===== config.mk =====
export PLATFORM = sky130hd
export DESIGN_NAME = sramarb_m
export DESIGN_NICKNAME = d
export VERILOG_FILES = /design/src/rtl/sramarb_pkg.sv /design/src/rtl/sramarb_sel_m.sv /design/src/rtl/sramarb_m.sv
export SDC_FILE = /design/constraint.sdc
export NUM_CORES = 1
export LEC_CHECK = 0
export ABC_AREA = 1
export BUFFER_PORTS_ARGS = -buffer_cell sky130_fd_sc_hd__buf_2
export CAP_MARGIN = 20
export CORE_MARGIN = 2
export CORE_UTILIZATION = 38
export CTS_BUF_LIST = sky130_fd_sc_hd__clkbuf_4 sky130_fd_sc_hd__clkbuf_8
export DETAILED_ROUTE_END_ITERATION = 10
export GPL_TIMING_DRIVEN = 0
export PLACE_DENSITY = 0.62
export REMOVE_ABC_BUFFERS = 1
export SETUP_SLACK_MARGIN = 0.4
export SLEW_MARGIN = 20
export SYNTH_ARGS = -nofsm -noshare
export SYNTH_HDL_FRONTEND = slang
export SYNTH_HIERARCHICAL = 1
export SYNTH_SLANG_ARGS = --single-unit

===== constraint.sdc =====
create_clock -name clk -period 8.97 [get_ports clk]
set_clock_uncertainty 0.15 [all_clocks]
set_input_delay 1.794 -clock clk [delete_from_list [all_inputs] [get_ports clk]]
set_output_delay 1.794 -clock clk [all_outputs]
set_load 0.01 [all_outputs]

===== src/rtl/sramarb_pkg.sv =====
// rtl/sramarb_pkg.sv - shared types and constants for the ZBT SRAM arbiter
package sramarb_pkg;

    localparam int A_SIZE = 18;
    localparam int DQ_W   = 36;

    // 0 = mutator, 1 = collector
    typedef logic req_id_t;

    typedef enum logic [1:0] {IDLE, ISSUE, TURN} arb_state_t;

    // DQ bus driver class: who drives DQ three cycles after the accept
    typedef enum logic [1:0] {RD_A, RD_B, WR} dq_class_t;

    typedef struct packed {
        logic            valid;
        logic            we;
        logic            bank;
        req_id_t         id;
        logic [DQ_W-1:0] wdata;
    } pipe_stage_t;

    function automatic dq_class_t dq_class(input logic is_wr, input logic is_bank_b);
        if (is_wr)
            return WR;
        else if (is_bank_b)
            return RD_B;
        else
            return RD_A;
    endfunction

endpackage


===== src/rtl/sramarb_sel_m.sv =====
// rtl/sramarb_sel_m.sv - arbiter FSM with DQ turnaround insertion; SRAMARB_RR_EN selects round-robin
module sramarb_sel_m
    import sramarb_pkg::*;
(
    input  logic       clk,
    input  logic       reset,
    input  logic [1:0] req,
    input  logic [1:0] we,
    input  logic [1:0] bank,
    output logic [1:0] gnt
);

    arb_state_t state_q, state_d;
    dq_class_t  last_class_q, last_class_d;
    req_id_t    winner;
    dq_class_t  cand_class;
    logic       grant_ok;

`ifdef SRAMARB_RR_EN
    req_id_t ptr_q, ptr_d;

    // On a tie the requester named by the pointer wins
    assign winner = (req == 2'b11) ? ptr_q : req[1];
    assign ptr_d  = grant_ok ? ~winner : ptr_q;
`else
    // Collector has fixed priority
    assign winner = req[1];
`endif

    assign cand_class = dq_class(we[winner], bank[winner]);

    // A candidate is held off only when the previous cycle accepted a different driver class
    assign grant_ok = !reset && (req != 2'b00)
                      && ((state_q != ISSUE) || (cand_class == last_class_q));

    assign last_class_d = grant_ok ? cand_class : last_class_q;

    // State register, class of the last accept and round-robin pointer
    always_ff @(posedge clk or posedge reset) begin
        if (reset) begin
            state_q      <= IDLE;
            last_class_q <= RD_A;
`ifdef SRAMARB_RR_EN
            ptr_q        <= 1'b0;
`endif
        end else begin
            state_q      <= state_d;
            last_class_q <= last_class_d;
`ifdef SRAMARB_RR_EN
            ptr_q        <= ptr_d;
`endif
        end
    end

    // Next state: ISSUE marks an accept this cycle, TURN a withheld class change
    always_comb begin
        state_d = state_q;
        unique case (state_q)
            IDLE:    state_d = (req != 2'b00) ? ISSUE : IDLE;
            ISSUE: begin
                if (req == 2'b00)
                    state_d = IDLE;
                else if (grant_ok)
                    state_d = ISSUE;
                else
                    state_d = TURN;
            end
            TURN:    state_d = (req != 2'b00) ? ISSUE : IDLE;
            default: state_d = IDLE;
        endcase
    end

    // Grant output: one-hot to the winner when the access may go this cycle
    always_comb begin
        gnt = 2'b00;
        if (grant_ok)
            gnt[winner] = 1'b1;
    end

endmodule


===== src/rtl/sramarb_m.sv =====
// rtl/sramarb_m.sv - two-requester ZBT SRAM arbiter top (SRAMARB_RR_EN selects round-robin)
module sramarb_m
    import sramarb_pkg::*;
(
    input  logic                   clk,
    input  logic                   reset,
    input  logic [1:0]             req,
    input  logic [1:0]             we,
    input  logic [1:0]             bank,
    input  logic [1:0][A_SIZE-1:0] addr,
    input  logic [1:0][DQ_W-1:0]   wdata,
    output logic [1:0]             gnt,
    output logic                   rvalid,
    output logic                   rid,
    output logic [DQ_W-1:0]        rdata,
    output logic [A_SIZE-1:0]      A_A,
    output logic [A_SIZE-1:0]      A_B,
    output logic                   WE_n_A,
    output logic                   WE_n_B,
    output logic                   OE_n_A,
    output logic                   OE_n_B,
    output logic                   ADV_A,
    output logic                   ADV_B,
    output logic                   CE_n,
    output logic                   CE2,
    output logic                   CE2_n,
    output logic                   CKE_n,
    output logic                   ZZ,
    output logic                   FT_n,
    output logic                   MODE,
    output logic [3:0]             BW_n,
    output logic [DQ_W-1:0]        dq_out,
    output logic                   dq_oe,
    input  logic [DQ_W-1:0]        dq_in
);

    logic              accept;
    req_id_t           acc_id;
    pipe_stage_t       s1_q, s1_d, s2_q, s2_d, s3_q, s3_d;
    logic [A_SIZE-1:0] a_a_q, a_a_d, a_b_q, a_b_d;
    logic              we_n_a_q, we_n_a_d, we_n_b_q, we_n_b_d;
    logic              rvalid_q, rvalid_d;
    req_id_t           rid_q, rid_d;
    logic [DQ_W-1:0]   rdata_q, rdata_d;
    logic              s3_rd, s3_wr;

    sramarb_sel_m u_sel (
        .clk   (clk),
        .reset (reset),
        .req   (req),
        .we    (we),
        .bank  (bank),
        .gnt   (gnt)
    );

    assign accept = |gnt;
    assign acc_id = gnt[1];

    // Accepted access loads stage 1 and the selected bank's address/WE_n pins
    always_comb begin
        s1_d     = '0;
        a_a_d    = a_a_q;
        a_b_d    = a_b_q;
        we_n_a_d = 1'b1;
        we_n_b_d = 1'b1;
        if (accept) begin
            s1_d.valid = 1'b1;
            s1_d.we    = we[acc_id];
            s1_d.bank  = bank[acc_id];
            s1_d.id    = acc_id;
            s1_d.wdata = wdata[acc_id];
            if (bank[acc_id]) begin
                a_b_d    = addr[acc_id];
                we_n_b_d = !we[acc_id];
            end else begin
                a_a_d    = addr[acc_id];
                we_n_a_d = !we[acc_id];
            end
        end
    end

    assign s3_rd = s3_q.valid && !s3_q.we;
    assign s3_wr = s3_q.valid &&  s3_q.we;

    // Pipeline advance and read-return capture (dq_in sampled at the end of the data cycle)
    always_comb begin
        s2_d     = s1_q;
        s3_d     = s2_q;
        rvalid_d = s3_rd;
        rid_d    = s3_rd ? s3_q.id : rid_q;
        rdata_d  = s3_rd ? dq_in : rdata_q;
    end

    // All state clears on reset so in-flight accesses never reach the bus or rvalid
    always_ff @(posedge clk or posedge reset) begin
        if (reset) begin
            s1_q     <= '0;
            s2_q     <= '0;
            s3_q     <= '0;
            a_a_q    <= '0;
            a_b_q    <= '0;
            we_n_a_q <= 1'b1;
            we_n_b_q <= 1'b1;
            rvalid_q <= 1'b0;
            rid_q    <= 1'b0;
            rdata_q  <= '0;
        end else begin
            s1_q     <= s1_d;
            s2_q     <= s2_d;
            s3_q     <= s3_d;
            a_a_q    <= a_a_d;
            a_b_q    <= a_b_d;
            we_n_a_q <= we_n_a_d;
            we_n_b_q <= we_n_b_d;
            rvalid_q <= rvalid_d;
            rid_q    <= rid_d;
            rdata_q  <= rdata_d;
        end
    end

    assign A_A    = a_a_q;
    assign A_B    = a_b_q;
    assign WE_n_A = we_n_a_q;
    assign WE_n_B = we_n_b_q;
    assign ADV_A  = 1'b0;
    assign ADV_B  = 1'b0;

    // Data-cycle pins come straight from stage 3 flops
    assign OE_n_A = !(s3_rd && !s3_q.bank);
    assign OE_n_B = !(s3_rd &&  s3_q.bank);
    assign dq_oe  = s3_wr;
    assign dq_out = s3_wr ? s3_q.wdata : '0;
    assign BW_n   = s3_wr ? 4'b0000 : 4'b1111;

    assign rvalid = rvalid_q;
    assign rid    = rid_q;
    assign rdata  = rdata_q;

    assign CE_n   = 1'b0;
    assign CE2    = 1'b1;
    assign CE2_n  = 1'b0;
    assign CKE_n  = 1'b0;
    assign ZZ     = 1'b0;
    assign FT_n   = 1'b1;
    assign MODE   = 1'b0;

endmodule

Yosys cells after proc, flatten, opt, wreduce, memory -nomap -nowiden
Index checks and enable logic that the tools add are counted.
{"block": "word_totals", "regBits": 200, "inputBits": 152, "out_inout_bits": 130}
{"block": "classes", "magnitude_cmp": 3, "eq_ne": 4, "mux": 28, "n_bitwise": 1, "n_reduce_logical": 21}
{"operator": "2-to-1 mux 36 bit", "n": 3}
{"operator": "2-to-1 mux 40 bit", "n": 1}
{"operator": "2-to-1 mux 18 bit", "n": 2}
{"operator": "2-to-1 mux 1 bit", "n": 15}
{"operator": "2-to-1 mux 2 bit", "n": 4}
{"operator": "logical AND 1 bit", "n": 7}
{"operator": "zero test 1 bit", "n": 6}
{"operator": "zero test 2 bit", "n": 2}
{"operator": "< comparator 1 x 2 -> 1 bit, second input constant", "n": 2}
{"operator": "2-to-1 mux 4 bit", "n": 1}
{"operator": "one-hot mux 2 bit (2 select lines)", "n": 1}
{"operator": "AND reduction 2 bit", "n": 2}
{"operator": "OR reduction 2 bit", "n": 2}
{"operator": "== test 2 x 1 -> 1 bit, second input constant", "n": 1}
{"operator": "== test 2 bit", "n": 1}
{"operator": "== test 2 bit, second input constant", "n": 1}
{"operator": "!= test 2 x 1 -> 1 bit, second input constant", "n": 1}
{"operator": "nonzero test 2 bit", "n": 1}
{"operator": "demux 1 bit (select 1 bit)", "n": 1}
{"operator": ">= comparator 1 bit, second input constant", "n": 1}
{"operator": "logical OR 1 bit", "n": 1}
{"operator": "inverter 1 bit", "n": 1}

Depth between registers and ports, before layout
{"block": "logic_depth", "ltp_word": 13, "mapped_depth": 17}

Cells and area by module
Netlist, hierarchy kept.
{"module": "sramarb_m", "instances": 1, "cells_each": 749, "area_per_inst_um2": 7257.0, "seq_area_each_um2": 4907.2}
{"module": "sramarb_sel_m", "instances": 1, "cells_each": 46, "area_per_inst_um2": 302.8, "seq_area_each_um2": 100.1}

Worst setup path before layout
OpenSTA, ideal clock, no wires.
{"block": "synth_path", "path_kind": "input port to output port", "from": "in we[1]", "to": "out gnt[1]", "t_arrival_ns": 2.585, "required_time_ns": 7.026, "setup_slack_ns": 4.441, "cell_stages": 10, "path_cell_list": "inv_1 -> nand2_1 -> nand2_2 -> nand2_2 -> nand2_1 -> nand2_1 -> nand2_2 -> nand2_4 -> nand2_4 -> nor2_1"}
{"block": "synth_between", "elab_chain_len": 7}
{"element": "start, declared", "line": "sramarb_m.sv:8", "source": "input logic [1:0] we,"}
{"element": "2-to-1 mux 1 bit (implied by the code) (2 in a row)", "line": "sramarb_sel_m.sv:30", "source": "assign cand_class = dq_class(we[winner], bank[winner]);"}
{"element": "2-to-1 mux 2 bit", "line": "sramarb_pkg.sv:24", "source": "if (is_wr)"}
{"element": "== test 2 bit", "line": "sramarb_sel_m.sv:34", "source": "&& ((state_q != ISSUE) || (cand_class == last_class_q));"}
{"element": "logical OR 1 bit", "line": "sramarb_sel_m.sv:34"}
{"element": "logical AND 1 bit", "line": "sramarb_sel_m.sv:34"}
{"element": "2-to-1 mux 2 bit", "line": "sramarb_sel_m.sv:76", "source": "if (grant_ok)"}
{"element": "end, declared", "line": "sramarb_m.sv:12", "source": "output logic [1:0] gnt,"}
No other way between the ends. The select of a mux whose other input is x is not followed.

Worst setup path in the final report
{"block": "layout_path", "from": "in req[1]", "to": "out gnt[1]"}
{"block": "layout_between", "elab_chain_len": 8}
{"element": "start, declared", "line": "sramarb_m.sv:7", "source": "input logic [1:0] req,"}
{"element": "2-to-1 mux 1 bit (implied by the code) (2 in a row)", "line": "sramarb_sel_m.sv:30"}
{"element": "2-to-1 mux 1 bit", "line": "sramarb_pkg.sv:26", "source": "else if (is_bank_b)"}
{"element": "2-to-1 mux 2 bit", "line": "sramarb_pkg.sv:24"}
{"element": "== test 2 bit", "line": "sramarb_sel_m.sv:34"}
{"element": "logical OR 1 bit", "line": "sramarb_sel_m.sv:34"}
{"element": "logical AND 1 bit", "line": "sramarb_sel_m.sv:34"}
{"element": "2-to-1 mux 2 bit (*)", "line": "sramarb_sel_m.sv:76"}
Mark *: on every way between the ends. The rest lies on a longest branch, timed or not. The select of a mux whose other input is x is not followed.

==> impl_results.md <==
* Final total power at around 0.0026 W
* Crit path max fanout at 27
* Worst EP arrival at 3.44 ns
* Setup Viol. Count Final at 0
* Post-CTS sizing at 0
* Fill count at 1828
* H-tree lvl count at 4
* Post-Synth Adder-Cell Area at 0%
* Max Cap Viol at 0
* Synthesized flop and latch total at 200
* Num Clock Sinks at 200
* R2r startpoint: u_sel/last_class_q[1]
* CTS Hold Buffers Added at 0
* Total GRT Usage at 16.9%
* Core footprint at between 0.015 and 0.02 mm²
* Mapped Cells at 795
* First-pass GRT wire length at 28400 µm
* Mux contribution to synthesized area at 0%
* Mean Syn Cell Area at 9.51 µm²
* Post-Synth XOR/XNOR Area at 0%
* Num rows at 51
* Placed cell area at between 0.009 and 0.01 mm²
* Final antenna-violating net count at 0
* Root buf cell: clkbuf_8
* Number of global-route vias before repair at 5548
* Hold Crit Class: flip-flop to flip-flop
* Final WL at 16800 µm
* Number of vias per cell at 4.25
* Crit Path Class: input port to primary output
* DR pass1 iterations at 6
* Post-Layout Cell Count at 1325
* P_leak at 5.60 nW
* Worst-margin pin slew at 0.746 ns
* Placed Cells at 1294
* CP endpoint kind: primary output
* RSZ-0062 raised after global routing: false
* Seq/Total Area, Yosys at 66.2%
* Starting DRT DRC Count at 181
* Routed WL per cell at 12.7 µm
* Hold_sp: s1_q[29]
* Peak supply drop at 0.0950 mV
* Clock-pin slew on the worst setup and hold paths at 0.10 ns
* Largest net degree at the start of global routing at 102
* CTS tree: yes
* Maximum clock frequency at about 190 MHz
* Largest family of logic cells by synthesized area: simple AND/OR/NAND/NOR gates
* Syn. warnings at 6
* Share of cells above drive strength 1 at 31.5%
* Synthesized cell area at 0.00756 mm²
* Netlist cell types at 23
* Slew headroom at 50.3%
* Area grow syn2layout at 26.2%
* Final period utilization at 60.0%
* Final hold violation count at 0
* Drt drc at 0
* Status: complete, no violations
* Delay of the slowest critical-path stage at 0.57 ns
* Antenna diodes at 0
* Grt ovf at 0
* Final total negative setup slack at 0 ns
* Io pins at 282
* DR vias at 5635
* PwrDens at between 200 and 300 mW/mm²
* Setup crit start kind: input port
* CP cell instances: buf_2 > inv_2 > nand2_2 > nand2_2 > nand2_2 > nand2_1 > nand2_1 > nand2_2 > nand2_4 > nand2_4 > nor2_4 > buf_2
* Die Height at between 100 and 150 µm
* Num CTS Buffers at 17
* Cell area after layout at between 0.009 and 0.01 mm²
* Nets at 1200
* Starting Density at 38.8%
* Setup bufs post-CTS at 0
* Bufs on Longest Clock Path at 2
* Clk_lat worst skew at 0.45 ns
* Critical path origin: req[1]
* Min Hold Slack at 0.198 ns
* Required time worst endpoint at 7.03 ns
* Final min period at 5.38 ns
* Most frequent CP cell: nand2_2
* Initial antenna violation count at 0
* Simple-gate portion of the synthesized area at between 20 and 25%
* Detailed Place HPWL at 11600 µm
* GPL Wtd Cong at about 0.81
* Synth Area in Compound Gates at 2.52%
* Fin. max-slew vios at 0
* Die W at 145 µm
* Max stage delay cell, worst path: nor2_4
* Overall die area at between 0.02 and 0.025 mm²
* PortBufs at between 200 and 300
-- final cells by class --
type	instances	area (µm²)	share of cell area [%]
timing repair buffer	277	1490	15.6
inverter	76	295	3.10
clock buffer	17	234	2.45
clock inverter	14	186	1.95
tap	265	332	3.48
sequential	200	5010	52.5
multi-input combinational	476	1990	20.9
-- metrics by stage --
step / worst slack [ns] / utilization, %
4_1_cts: 3.57 / 49.0
2_1_floorplan: 1.69 / -
3_5_place_dp: 3.58 / 46.8
3_3_place_gp: -0.578 / 46.0
5_1_grt: 3.36 / 49.0
6_report: 3.59 / 49.0
-- state kept, by name, summed over array words and instances, names as in the netlist, 2 cells and up --
name / count
u_sel/state_q: 2
rdata: 36
A_B: 18
s3_q: 40
s2_q: 40
u_sel/last_class_q: 2
A_A: 18
s1_q: 40
-- routing by layer --
layer,up-vias,part of all wire [%],track usage (%)
met2,160,50,29.0
met4,0,1.2,4.85
met3,12,4.5,3.84
li1,2867,-,-
met1,2596,44,21.6
met5,-,0,0
-- worst paths after layout --
check | to | slack, ns | depth (start not counted)
setup / recovery | gnt[1] | 3.59 | 12
hold / removal | s2_q[29] | 0.20 | 0
setup reg to reg | A_A[3] | 5.65 | 13
hold reg to reg | s2_q[29] | 0.20 | 0
max in group asynchronous | rdata[35] | 6.44 | 3
min in group asynchronous | u_sel/last_class_q[1] | 1.14 | 2
-- critical path: cells and delay by family --
| kind | cells | cell delay (ns) |
|---|---|---|
| and+or+nand+nor | 9 | 1.15 |
| buffers and inverters | 3 | 0.49 |
-- cell usage after synthesis (all sizes together) --
library cell / number / area, µm²
a21oi: 17 / 85.1
buf: 44 / 302
clkbuf: 6 / 22.5
conb: 2 / 7.51
dfrtp: 198 / 4950
dfstp: 2 / 52.6
inv: 76 / 285
nand2: 312 / 1230
nand3: 41 / 210
nand3b: 1 / 7.51
nor2: 74 / 290
o21ai: 21 / 105
or2: 1 / 6.26
-- cell families after synthesis --
kind of cell | Yosys count
AND/OR/NAND/NOR | 429
other | 2
buffers and inverters | 126
AO/OA/AOI/OAI | 38
flip-flops | 200
-- cell usage in the layout, fill, tap and decap left out, types with 3 or more instances in the layout --
cell type	n
inv_2	3
a21oi_1	17
nor2_4	4
nand2_1	299
buf_2	272
nand2_4	6
nand3_1	40
conb_1	9
inv_8	5
nand2_2	7
buf_16	4
dfrtp_1	198
nor2_1	69
clkinvlp_4	3
o21ai_0	21
clkbuf_8	17
inv_1	71
-- report_power, final --
group | switching [W] | leakage (nW) | internal [W]
sequential | 0.000109 | 2.57 | 0.00117
combinational | 0.000440 | 2.82 | 0.000267
clock | 0.000331 | 0.202 | 0.000260
(Power assumes the default switching activity.)
